### src/rtl/spi_frame_arbiter_pkg.sv
// Shared definitions for the SPI frame arbiter: frame width and FSM encoding.
// SPI_W is common to SPI_MASTER, SPI_SLAVE and MUX64_16.
package spi_arb_pkg;

  localparam int SPI_W = 9;

  typedef enum logic [2:0] {
    ST_IDLE    = 3'd0,
    ST_GRANT   = 3'd1,
    ST_START   = 3'd2,
    ST_WAIT_LO = 3'd3,
    ST_WAIT_HI = 3'd4,
    ST_DONE    = 3'd5,
    ST_ABORT   = 3'd6
  } arb_state_t;

  function automatic int ptr_width(input int n);
    return (n > 1) ? $clog2(n) : 1;
  endfunction

endpackage

### src/rtl/spi_frame_arbiter_rr_pick.sv
// Combinational round-robin priority encoder: first set req bit at or above
// ptr, wrapping past N-1 back to 0.
module rr_pick #(
  parameter int N  = 4,
  parameter int PW = 2
) (
  input  logic [N-1:0]  req,
  input  logic [PW-1:0] ptr,
  output logic [PW-1:0] gnt,
  output logic          any
);

  logic [2*N-1:0] req_dbl;
  logic [2*N-1:0] req_shift;
  logic [N-1:0]   req_rot;

  // Rotating the doubled vector puts requester ptr at bit 0.
  assign req_dbl   = {req, req};
  assign req_shift = req_dbl >> ptr;
  assign req_rot   = req_shift[N-1:0];

  always_comb begin
    logic [N-1:0] rot_k;
    int           sum;
    gnt   = '0;
    any   = 1'b0;
    rot_k = '0;
    sum   = 0;
    for (int k = N - 1; k >= 0; k--) begin
      rot_k = req_rot >> k;
      if (rot_k[0]) begin
        sum = int'(ptr) + k;
        if (sum >= N) sum = sum - N;
        gnt = PW'(sum);
        any = 1'b1;
      end
    end
  end

endmodule

### src/rtl/spi_frame_arbiter.sv
// Round-robin arbiter sharing one SPI master among N requesters, with a
// saturating watchdog that aborts frames that never start or never finish.
//
// state    | meaning
// ---------+-----------------------------------------------------------
// IDLE     | no frame; pick next requester from ptr
// GRANT    | load spi_di from the winner, advance ptr, raise spi_st
// START    | spi_st high this cycle; watchdog cleared
// WAIT_LO  | waiting for LOAD low (frame running); START_TO guard
// WAIT_HI  | waiting for LOAD high (frame end); all-ones guard
// DONE     | ack[gnt] high, rx_dat valid
// ABORT    | err[gnt] high, rx_dat unchanged
module spi_frame_arbiter
  import spi_arb_pkg::*;
#(
  parameter int N        = 4,
  parameter int START_TO = 255,
  parameter int TO_W     = 20
) (
  input  logic               clk,
  input  logic               clr_n,
  input  logic [N-1:0]       req,
  input  logic [SPI_W*N-1:0] req_dat,
  output logic [N-1:0]       ack,
  output logic [N-1:0]       err,
  output logic [SPI_W-1:0]   rx_dat,
  output logic               busy,
  output logic               spi_st,
  output logic [SPI_W-1:0]   spi_di,
  input  logic [SPI_W-1:0]   spi_do,
  input  logic               spi_load
);

  localparam int PW = ptr_width(N);

  arb_state_t         state;
  logic [PW-1:0]      ptr;
  logic [PW-1:0]      gnt;
  logic [PW-1:0]      pick;
  logic               pick_any;
  logic [TO_W-1:0]    wd;
  logic [TO_W-1:0]    wd_inc;
  logic               wd_sat;
  logic               start_expired;
  logic [N-1:0]       gnt_oh;
  logic [PW-1:0]      ptr_next;
  logic [SPI_W*N-1:0] dat_shift;
  logic [SPI_W-1:0]   sel_dat;

  rr_pick #(.N(N), .PW(PW)) u_rr_pick (
    .req (req),
    .ptr (ptr),
    .gnt (pick),
    .any (pick_any)
  );

  assign wd_sat = &wd;
  assign wd_inc = wd_sat ? wd : wd + TO_W'(1);
  // The saturation term keeps WAIT_LO from hanging if START_TO exceeds the counter range.
  assign start_expired = (32'(wd) == 32'(START_TO)) || wd_sat;

  assign gnt_oh    = {{(N-1){1'b0}}, 1'b1} << gnt;
  assign ptr_next  = (gnt == PW'(N - 1)) ? '0 : gnt + PW'(1);
  assign dat_shift = req_dat >> (int'(gnt) * SPI_W);
  assign sel_dat   = dat_shift[SPI_W-1:0];

  always_ff @(posedge clk or negedge clr_n) begin
    if (!clr_n) begin
      state  <= ST_IDLE;
      ptr    <= '0;
      gnt    <= '0;
      ack    <= '0;
      err    <= '0;
      busy   <= 1'b0;
      spi_st <= 1'b0;
      spi_di <= '0;
      rx_dat <= '0;
      wd     <= '0;
    end else begin
      spi_st <= 1'b0;
      ack    <= '0;
      err    <= '0;
      case (state)
        ST_IDLE: begin
          if (pick_any) begin
            gnt   <= pick;
            busy  <= 1'b1;
            state <= ST_GRANT;
          end
        end
        ST_GRANT: begin
          spi_di <= sel_dat;
          ptr    <= ptr_next;
          spi_st <= 1'b1;
          state  <= ST_START;
        end
        ST_START: begin
          wd    <= '0;
          state <= ST_WAIT_LO;
        end
        ST_WAIT_LO: begin
          // A level check: LOAD already low here means the frame is under way.
          if (!spi_load) begin
            wd    <= '0;
            state <= ST_WAIT_HI;
          end else if (start_expired) begin
            err   <= gnt_oh;
            state <= ST_ABORT;
          end else begin
            wd <= wd_inc;
          end
        end
        ST_WAIT_HI: begin
          if (spi_load) begin
            rx_dat <= spi_do;
            ack    <= gnt_oh;
            state  <= ST_DONE;
          end else begin
            wd <= wd_inc;
            if (&wd_inc) begin
              err   <= gnt_oh;
              state <= ST_ABORT;
            end
          end
        end
        ST_DONE, ST_ABORT: begin
          busy  <= 1'b0;
          state <= ST_IDLE;
        end
        default: begin
          busy  <= 1'b0;
          state <= ST_IDLE;
        end
      endcase
    end
  end

endmodule

### config.mk
export PLATFORM = sky130hd
export DESIGN_NAME = spi_frame_arbiter
export DESIGN_NICKNAME = d
export VERILOG_FILES = /design/src/rtl/spi_frame_arbiter_pkg.sv /design/src/rtl/spi_frame_arbiter_rr_pick.sv /design/src/rtl/spi_frame_arbiter.sv
export SDC_FILE = /design/constraint.sdc
export NUM_CORES = 1
export LEC_CHECK = 0
export ABC_CLOCK_PERIOD_IN_PS = 2900
export BUFFER_PORTS_ARGS = -buffer_cell sky130_fd_sc_hd__buf_2
export CAP_MARGIN = 20
export CELL_PAD_IN_SITES_DETAIL_PLACEMENT = 0
export CELL_PAD_IN_SITES_GLOBAL_PLACEMENT = 1
export CORE_ASPECT_RATIO = 0.7
export CORE_MARGIN = 8
export CORE_UTILIZATION = 41
export DETAILED_ROUTE_END_ITERATION = 10
export GPL_TIMING_DRIVEN = 0
export PLACE_DENSITY_LB_ADDON = 0.25
export SLEW_MARGIN = 20
export SYNTH_ARGS = -nofsm -noshare
export SYNTH_HDL_FRONTEND = slang
export SYNTH_HIERARCHICAL = 1
export SYNTH_SLANG_ARGS = --single-unit
### constraint.sdc
create_clock -name clk -period 2.9 [get_ports clk]
set_input_delay 0.145 -clock clk [delete_from_list [all_inputs] [get_ports clk]]
set_output_delay 0.145 -clock clk [all_outputs]
set_load 0.01 [all_outputs]
Word-level counts from Yosys, hierarchy flattened
Cells that the tools add are included.

Add/sub/neg operators: 9. $mul: 1. $lt $le $gt $ge: 4. Equal/unequal tests: 11. Shift-type cells: 3. Mux-type cells: 34. Bitwise gates (word level): 1. Reduce and logical (&&, ||, !) cells: 11.

Operators by type and width (number): 2-to-1 mux 20 bit (4); case mux 20 bit (3 select lines) (1); AND reduction 20 bit (2); right shift 36 x 6 -> 9 bit (1); 2-to-1 mux 4 bit (6); adder 20 x 1 -> 20 bit (second input constant) (1); == test 20 x 8 -> 1 bit (second input constant) (1); 2-to-1 mux 2 bit (9); 2-to-1 mux 3 bit (5); case mux 3 bit (5 select lines) (1); greater-or-equal comparator 3 bit (second input constant) (3); inequality test 3 bit (second input constant) (3); case mux 4 bit (2 select lines) (1); right shift 8 x 2 -> 4 bit (1); subtractor 2 x 1 -> 2 bit (second input constant) (4); adder 2 x 2 -> 3 bit (second input constant) (2); == test 3 x 2 -> 1 bit (second input constant) (2); multiplier 2 x 4 -> 6 bit (second input constant) (1); 2-to-1 mux 1 bit (6); AND reduction 2 bit (3); AND reduction 3 bit (2); inequality test 2 bit (second input constant) (2); OR reduction 4 bit (1); left shift 1 x 2 -> 4 bit (first input constant) (1); other kinds (11) (11).

Register bits: 55. Input port bits: 52. Output and inout bits: 28. Word-level logic and storage cells: 84.

Logic depth before layout (Yosys ltp)
Gate-level depths: netlist (run 1).

Depth in word-level cells: 7. Gate-level depth with buffers: 9. Depth with buffers taken out: 8.

Modules after synthesis
Netlist (run 1), hierarchy kept.

Modules (own cells, without submodules): spi_frame_arbiter (times used 1, cells an instance 282, area each 3020.4 µm², seq. area each 1376.3 µm²); rr_pick (times used 1, cells an instance 15, area each 77.6 µm², seq. area each 0.0 µm²).

Least setup slack after synthesis (run 1)
No wires, ideal clock.

Kind: register to register. Start point: register wd[0]. End point: register wd[8]. Library setup time: 0.121 ns. Arrival: 2.246 ns. Required time: 2.779 ns. Setup slack: 0.533 ns. Stages on the path, launching flop included: 9. Buffers on the path: 0. Clock period less this slack: 2.367 ns. Cell sequence: dfrtp_1 -> ha_1 -> nand3_1 -> or4_4 -> a2bb2oi_1 -> o21a_1 -> or2_4 -> and2_1 -> o22a_1.

Word-level cells in the longest chain between the ends: 5. Elaborated cells between the ends (all ways): 11. Classes of those cells: 1 x add/sub; 2 x eq/ne; 5 x mux; 3 x reduce/logical.

Ends and longest elaborated chain: start, declared (RTL line spi_frame_arbiter.sv:41) `logic [TO_W-1:0] wd;`; start signal, assigned (RTL line spi_frame_arbiter.sv:110) `wd <= wd_inc;`; start signal, assigned (RTL line spi_frame_arbiter.sv:119) `wd <= wd_inc;`; adder 20 x 1 -> 20 bit / AND reduction 20 bit (equally long branches) (RTL line spi_frame_arbiter.sv:58, spi_frame_arbiter.sv:57); 2-to-1 mux 20 bit (RTL line spi_frame_arbiter.sv:58) `assign wd_inc = wd_sat ? wd : wd + TO_W'(1);`; 2-to-1 mux 20 bit (RTL line spi_frame_arbiter.sv:106) `end else if (start_expired) begin`; 2-to-1 mux 20 bit (RTL line spi_frame_arbiter.sv:103) `if (!spi_load) begin`; case mux 20 bit (3 select lines) (RTL line spi_frame_arbiter.sv:83) `case (state)`.

Several ways; a longest one is shown, not always the timed one. The select of a mux whose other input is x is not followed. A chain may end at the register's enable or synchronous reset.

Worst setup path after layout (run 1)
Start point: register wd[0]. End point: register wd[7].

The elaborated chain is that of the path after synthesis.

==> results.md, run 1 <==
- Rows: 26
- H-tree depth: 2
- Final TNS setup: 0 ns
- Vias in the first global route: 2523
- Vias/cell: 5.46
- Minimum clock period: 2.74 ns
- GP Congestion: 0.838
- Iteration-0 DRC Markers: 256
- Max Freq: 366 MHz
- Util after Layout: 51.4%
- Fin cells: 485
- Critical Path RT: 3.09 ns
- Die area: 10600 µm²
- PwrDens: 739 nW/µm²
- Synth-to-layout area growth: 21.5%
- Clk root buf: clkbuf_8
- Core area: 7320 µm²
- Crit end category: flip-flop
- Routed Antenna Nets: 0
- I/O Buffers: 79
- Worst Max-Slew Pin Slew: 0.726 ns
- Slowest-stage cell, CP: or4_4
- Hold WC Path Type: in -> reg
- Initial antenna violation count: 0
- DRC violations left: 0
- Crit-path max FO: 9
- Routed WL per cell: 16.2 µm
- Share of cells above drive strength 1: 36.2%
- Final setup fails: 0
- Die X: 120 µm
- Crit path DAT: 2.92 ns
- WP buf/inv: 1
- Status: finished, final reports clean
- First-pass GRT wire length: 13100 µm
- EDFF count, synth: 0
- Initial Util: 42.3%
- Syn Area/Cell: 10.4 µm²
- Ys Warns: 6
- RSZ-0062 raised after global routing: no
- DR pass1 iterations: 5
- Period Utilization, post-route: 94.3%
- Post-Syn Area: 3100 µm²
- Synth cell types: 54
- Clock buffer depth: 2
- CTS tree: done
- Final antenna diode count: 0
- Critical path's largest stage delay: 0.51 ns
- Half-perimeter wire length after detailed placement: 5950 µm
- CTS buffer count: 5
- Synth Instances: 297
- Crit Path Class: reg -> reg
- Clk sinks: 55
- VDD IR max: 315 µV
- Final Hold Vio Count: 0
- Worst-Skew Late Latency: 0.31 ns
- Leak Pwr: 1.74 nW
- Net Count, Synth: 354
- Clock transition at the registers of the reported paths: 0.11 ns
- Gr usage total: 15.2%
- Placed insts: 474
- Max cap viols: 0
- Worst Skew: 0.00944 ns
- Largest net degree at the start of global routing: 56
- Relative slew slack: 51.6%
- Fillcell total: 680
- Nets: 443
- Delay-heaviest family, CP: simple AND/OR/NAND/NOR gates
- IO Count: 80
- Final wirelength: 7880 µm
- R2r setup slk: 0.16 ns
- FF+latch count, synth: 55
- Die Span Y: 88.7 µm
- Worst setup SP type: flip-flop
- Gr ovfl total: 0
- Final Max Tran Viols: 0
- DR vias: 2647
- Sequential area share after synthesis: 44.4%
- Worst-path cell chain: ha_2, nand3_1, or4_4, a2bb2oi_1, o21a_1, nor2_4, or2_2, buf_2, o31ai_1
- Top FF cell, synth: dfrtp_1
- Async SR Flop Fraction: 100%
[path summary, 6_finish.rpt]
path	to	cells past startpoint	startpoint
worst max-delay path	wd[7]$_DFFE_PN0P_	9	wd[0]$_DFFE_PN0P_
worst min-delay path	rx_dat[7]$_DFFE_PN0P_	2	spi_do[7]
worst max register to register	wd[7]$_DFFE_PN0P_	9	wd[0]$_DFFE_PN0P_
worst min register to register	rx_dat[6]$_DFFE_PN0P_	1	rx_dat[6]$_DFFE_PN0P_
max in group asynchronous	wd[0]$_DFFE_PN0P_	2	clr_n
min in group asynchronous	spi_di[3]$_DFFE_PN0P_	2	clr_n
[flip-flops by register name (all words and copies together), names as in the netlist]
signal,count
ack,4
busy,1
err,4
gnt,2
ptr,2
rx_dat,9
spi_di,9
spi_st,1
state,3
wd,20
[where the power goes]
part | leakage (nW) | internal (mW) | switching [mW] | total, mW
sequential | 0.717 | 0.955 | 0.126 | 1.08
clock | 0.0491 | 0.179 | 0.276 | 0.454
combinational | 0.974 | 0.579 | 0.668 | 1.25
[area by class of cell]
type	instances	area [µm²]	share of cell area (%)
Multi-Input combinational cell	212	1620	43.1
Sequential cell	55	1380	36.6
Timing Repair Buffer	82	423	11.2
Tap cell	98	123	3.26
Clock buffer	5	68.8	1.83
Buffer	15	67.6	1.80
Inverter	15	56.3	1.50
Clock inverter	3	26.3	0.698
[Yosys cell counts, types with 3 or more instances]
cell type,count,area (µm²)
mux2_2,20,225
dfrtp_1,55,1380
nand3_1,8,40.0
o21ai_1,4,20.0
a21oi_1,15,75.1
nand4_1,4,25.0
ha_1,5,62.6
buf_2,4,20.0
o21ai_0,13,65.1
mux4_2,9,203
nor4_1,3,18.8
and3_1,6,37.5
nand2_1,16,60.1
inv_1,15,56.3
o31ai_1,12,90.1
clkbuf_1,9,33.8
o22a_1,4,35.0
nor2_1,22,82.6
xnor2_1,6,52.6
a31oi_1,9,56.3
and4_1,5,43.8
nor3_1,6,30.0
and2_1,7,43.8
nor2b_1,7,43.8
[placed cells by master, fill, tap and decap left out, types with 3 or more instances in the layout]
cell type and n:
buf_2 81, dfrtp_1 53, nor2_1 22, mux2_2 20, nand2_1 16, inv_1 15, a21oi_1 15, o21ai_0 13
o31ai_1 12, clkbuf_1 9, a31oi_1 9, mux4_2 9, nand3_1 7, and2_1 7, nor2b_1 7, xnor2_1 6
and3_1 6, and4_1 5, nor3_1 5, clkbuf_8 5, nand4_1 4, buf_4 4, o22a_1 4, o21ai_1 4
ha_1 4, nor4_1 3
[worst register-to-register path: stages (launching register included)]
cell	delay (ns)
dfrtp_2	0.45
ha_2	0.25
nand3_1	0.24
or4_4	0.51
a2bb2oi_1	0.21
o21a_1	0.25
nor2_4	0.22
or2_2	0.15
buf_2	0.22
o31ai_1	0.10
[stage by stage]
| stage | total power, mW | setup slack, ns | hold WS [ns] | area [µm²] |
|---|---|---|---|---|
| finish | 2.78 | 0.164 | 0.0531 | 3760 |
| floorplan | 1.93 | 0.533 | -0.151 | 3100 |
| global placement | 2.32 | 0.0585 | 0.376 | 3620 |
| CTS | 2.81 | 0.0265 | 0.0455 | 3720 |
| global route | 3.00 | 0.0143 | 0.0353 | 3760 |
| detailed placement | 2.34 | 0.0515 | 0.250 | 3620 |
[cell families after synthesis]
family,after synthesis,synth area share (%)
AOI/OAI and AO/OA,73,15.6
xor gates and xnor gates,8,2.26
adders and majority gates,5,2.02
buffers and inverters,30,3.92
DFF,55,44.4
muxes,30,14.1
and+or+nand+nor,96,17.6
[routing by layer]
metal | GRT usage (%) | up-vias | routed length (µm) | part of all wire [%]
met5 | 0 | - | 0 | 0
met4 | 2.71 | 0 | 42 | 0.53
met3 | 4.59 | 4 | 685 | 8.7
met2 | 21.1 | 98 | 3280 | 42
met1 | 22.6 | 1267 | 3870 | 49
li1 | - | 1278 | - | -
[timing repair]
| item | in CTS | in global routing |
|---|---|---|
| setup endpoints to repair | 0 | 22 |
| endpoints found under the hold margin | 55 | 0 |
| setup buffers | 0 | 2 |
| resized for setup | 0 | 7 |
| hold buffers | 1 | 0 |
No activity file was read; power rests on OpenSTA's default activity.
==> run 2, diff against run 1 <==
--- a/config.mk
+++ b/config.mk
@@ -5,6 +5,7 @@
 export SDC_FILE = /design/constraint.sdc
 export NUM_CORES = 1
 export LEC_CHECK = 0
+export ABC_AREA = 1
 export ABC_CLOCK_PERIOD_IN_PS = 2900
 export BUFFER_PORTS_ARGS = -buffer_cell sky130_fd_sc_hd__buf_2
 export CAP_MARGIN = 20
@@ -12,7 +13,7 @@
 export CELL_PAD_IN_SITES_GLOBAL_PLACEMENT = 1
 export CORE_ASPECT_RATIO = 0.7
 export CORE_MARGIN = 8
-export CORE_UTILIZATION = 41
+export CORE_UTILIZATION = 39
 export DETAILED_ROUTE_END_ITERATION = 10
 export GPL_TIMING_DRIVEN = 0
 export PLACE_DENSITY_LB_ADDON = 0.25
==> results.md, run 2 <==
- Worst-path cell chain: ha_1, nand3_1, nor2_1, nand4_1, nand2_1, nand2_1, nand2_2, inv_1, clkbuf_1, o21ai_0
- Critical Path RT: 3.10 ns
- H-tree depth: 2
- Largest registers: wd: 20 flops, rx_dat: 9 flops, spi_di: 9 flops
- Status: finished, final reports clean
- Async SR Flop Fraction: 100%
- Hold WC Path Type: in -> reg
- Final TNS setup: 0 ns
- Relative slew slack: 52.1%
- Fillcell total: 942
- Period Utilization, post-route: 87.6%
- Final antenna diode count: 0
- CTS tree: done
- Leak Pwr: 2.11 nW
- Worst Max-Slew Pin Slew: 0.718 ns
- Gr ovfl total: 0
- Minimum clock period: 2.54 ns
- Storage cell area: 1380 µm²
- Clock power frac: 18.8%
- Vias in the first global route: 3241
- Crit end category: flip-flop
- Vias/cell: 5.03
- Final Hold Vio Count: 0
- Count leader, synth: nand2_1
- Rows: 29
- DRC violations left: 0
- Iteration-0 DRC Markers: 252
- Routed WL per cell: 14.6 µm
- Half-perimeter wire length after detailed placement: 8170 µm
- Hold Buf Count CTS: 1
- Initial Util: 39.6%
- Synth Instances: 497
- Net Count, Synth: 554
- Worst setup SP type: flip-flop
- Syn Area/Cell: 7.11 µm²
- I/O Buffers: 78
- Postcts setup bufs: 0
- Final setup fails: 0
- Synth top area cells: dfrtp_1, nand2_1, nor2_1, o21ai_0, nand3_1
- Crit path DAT: 2.74 ns
- Routed Antenna Nets: 0
- IO Count: 80
- Delay-heaviest family, CP: simple AND/OR/NAND/NOR gates
- Slowest-stage cell, CP: dfrtp_1
- Combinational power share: 46.5%
- Switching share of power: 42.9%
- Post-Syn Area: 3530 µm²
- Max cap viols: 0
- Gr usage total: 16.8%
- DR pass1 iterations: 5
- EDFF count, synth: 0
- Internal power: 1.82 mW
- Clock buffer depth: 2
- Final Max Tran Viols: 0
- Number of flip-flops in the largest register: 20
- Multi-input gate area: 1900 µm²
- Nets: 640
- Util after Layout: 47.5%
- Sequential area share after synthesis: 39.0%
- Initial antenna violation count: 0
- Final wirelength: 10300 µm
- Die Span Y: 95.6 µm
- Ys Warns: 6
- Core area: 8930 µm²
- Synth cell types: 34
- Dominant cell type by area after synthesis: dfrtp_1
- Most common cell after layout, fill and taps aside: nand2_1
- CTS buffer count: 5
- Die X: 130 µm
- Share of the synthesized area in the top cell type: 39.0%
- Crit path top cell by count: nand2_1
- Clk sinks: 55
- Largest net degree at the start of global routing: 56
- Die area: 12400 µm²
- Clock transition at the registers of the reported paths: 0.07 ns
- Sw power: 1.37 mW
- Most frequent cells in the layout: nand2_1, buf_2, nor2_1, dfrtp_1, inv_1
- PostCTS Resize Cnt: 0
- Sequential power share: 34.8%
- Synth cell count leaders: nand2_1, dfrtp_1, nor2_1
- First-pass GRT wire length: 16300 µm
- Worst-Skew Late Latency: 0.29 ns
- Top FF cell, synth: dfrtp_1
- PwrDens: 753 nW/µm²
- Crit Path Class: reg -> reg
- GP Congestion: 0.876
- RSZ-0062 raised after global routing: no
- FF+latch count, synth: 55
- Crit-path max FO: 10
- Synth-to-layout area growth: 19.9%
- Biggest register: wd
- DR vias: 3560
- WP buf/inv: 2
- Worst Skew: 0.00650 ns
- Max Freq: 394 MHz
- Clk root buf: clkbuf_16
- Share of cells above drive strength 1: 21.6%
- Critical path's largest stage delay: 0.43 ns
- VDD IR max: 348 µV
-- run 2: cell count changes after synthesis, moves of 9 or more --
cell and delta:
o21ai_0 +27, nand3_1 +31, nand4_1 +10, nor2_1 +33, inv_1 +32, o22ai_1 +10, mux2_2 -11, nand2_1 +135
nand2_2 +9, a31oi_1 -9, mux4_2 -9, o31ai_1 -11
-- run 2: power by group through the flow --
stage                     logic (mW)  clock network, mW  registers [mW]
after global routing            1.67              0.648            1.14
final                           1.48              0.599            1.11
after global placement          1.47                  0            1.11
after CTS                       1.49              0.610            1.11
after floorplan                0.944                  0            1.16
after detailed placement        1.48                  0            1.12
-- run 2: final cells by class --
| type | count | share of cell area, % |
|---|---|---|
| Clock inverter | 3 | 0.473 |
| Tap cell | 124 | 3.66 |
| Clock buffer | 5 | 2.95 |
| Multi-Input combinational cell | 380 | 44.8 |
| Timing Repair Buffer | 79 | 9.51 |
| Inverter | 48 | 4.37 |
| Buffer | 14 | 1.74 |
| Sequential cell | 55 | 32.5 |
-- run 2: final timing paths --
| path | startpoint | end | slack, ns | cells past startpoint |
|---|---|---|---|---|
| worst max-delay path | wd[0]$_DFFE_PN0P_ | wd[18]$_DFFE_PN0P_ | 0.36 | 10 |
| worst min-delay path | spi_do[0] | rx_dat[0]$_DFFE_PN0P_ | 0.09 | 2 |
| worst max register to register | wd[0]$_DFFE_PN0P_ | wd[18]$_DFFE_PN0P_ | 0.36 | 10 |
| worst min register to register | spi_di[6]$_DFFE_PN0P_ | spi_di[6]$_DFFE_PN0P_ | 0.47 | 2 |
| max in group asynchronous | clr_n | spi_di[8]$_DFFE_PN0P_ | 1.98 | 2 |
| min in group asynchronous | clr_n | wd[14]$_DFFE_PN0P_ | 0.43 | 2 |
-- run 2: stage by stage --
step	instance area (µm²)	instances	hold WS (ns)	setup slack (ns)	power (mW)
2_1_floorplan	3530	497	-0.151	1.01	2.11
3_3_place_gp	4080	699	0.382	0.421	2.58
3_5_place_dp	4080	699	0.250	0.399	2.60
4_1_cts	4240	708	0.0824	0.371	3.20
5_1_grt	4240	708	0.0863	0.0490	3.46
6_report	4240	708	0.0868	0.361	3.19
-- run 2: cells by family (layout without fill, tap and decap cells) --
family	Yosys count	count (layout)	share of synthesized area, %
fa+ha+maj	5	5	1.77
xor+xnor	4	4	0.992
buf+inv	62	149	7.33
flops	55	55	39.0
mux	9	9	2.87
compound gates	74	74	11.6
simple gates	288	288	36.5
-- run 2: metal layers --
layer | part of all wire, % | GRT usage (%) | vias to the layer above
li1 | - | - | 1794
met1 | 50 | 24.8 | 1655
met2 | 42 | 24.4 | 105
met3 | 7.0 | 3.69 | 6
met4 | 0.74 | 3.56 | 0
met5 | 0 | 0 | -
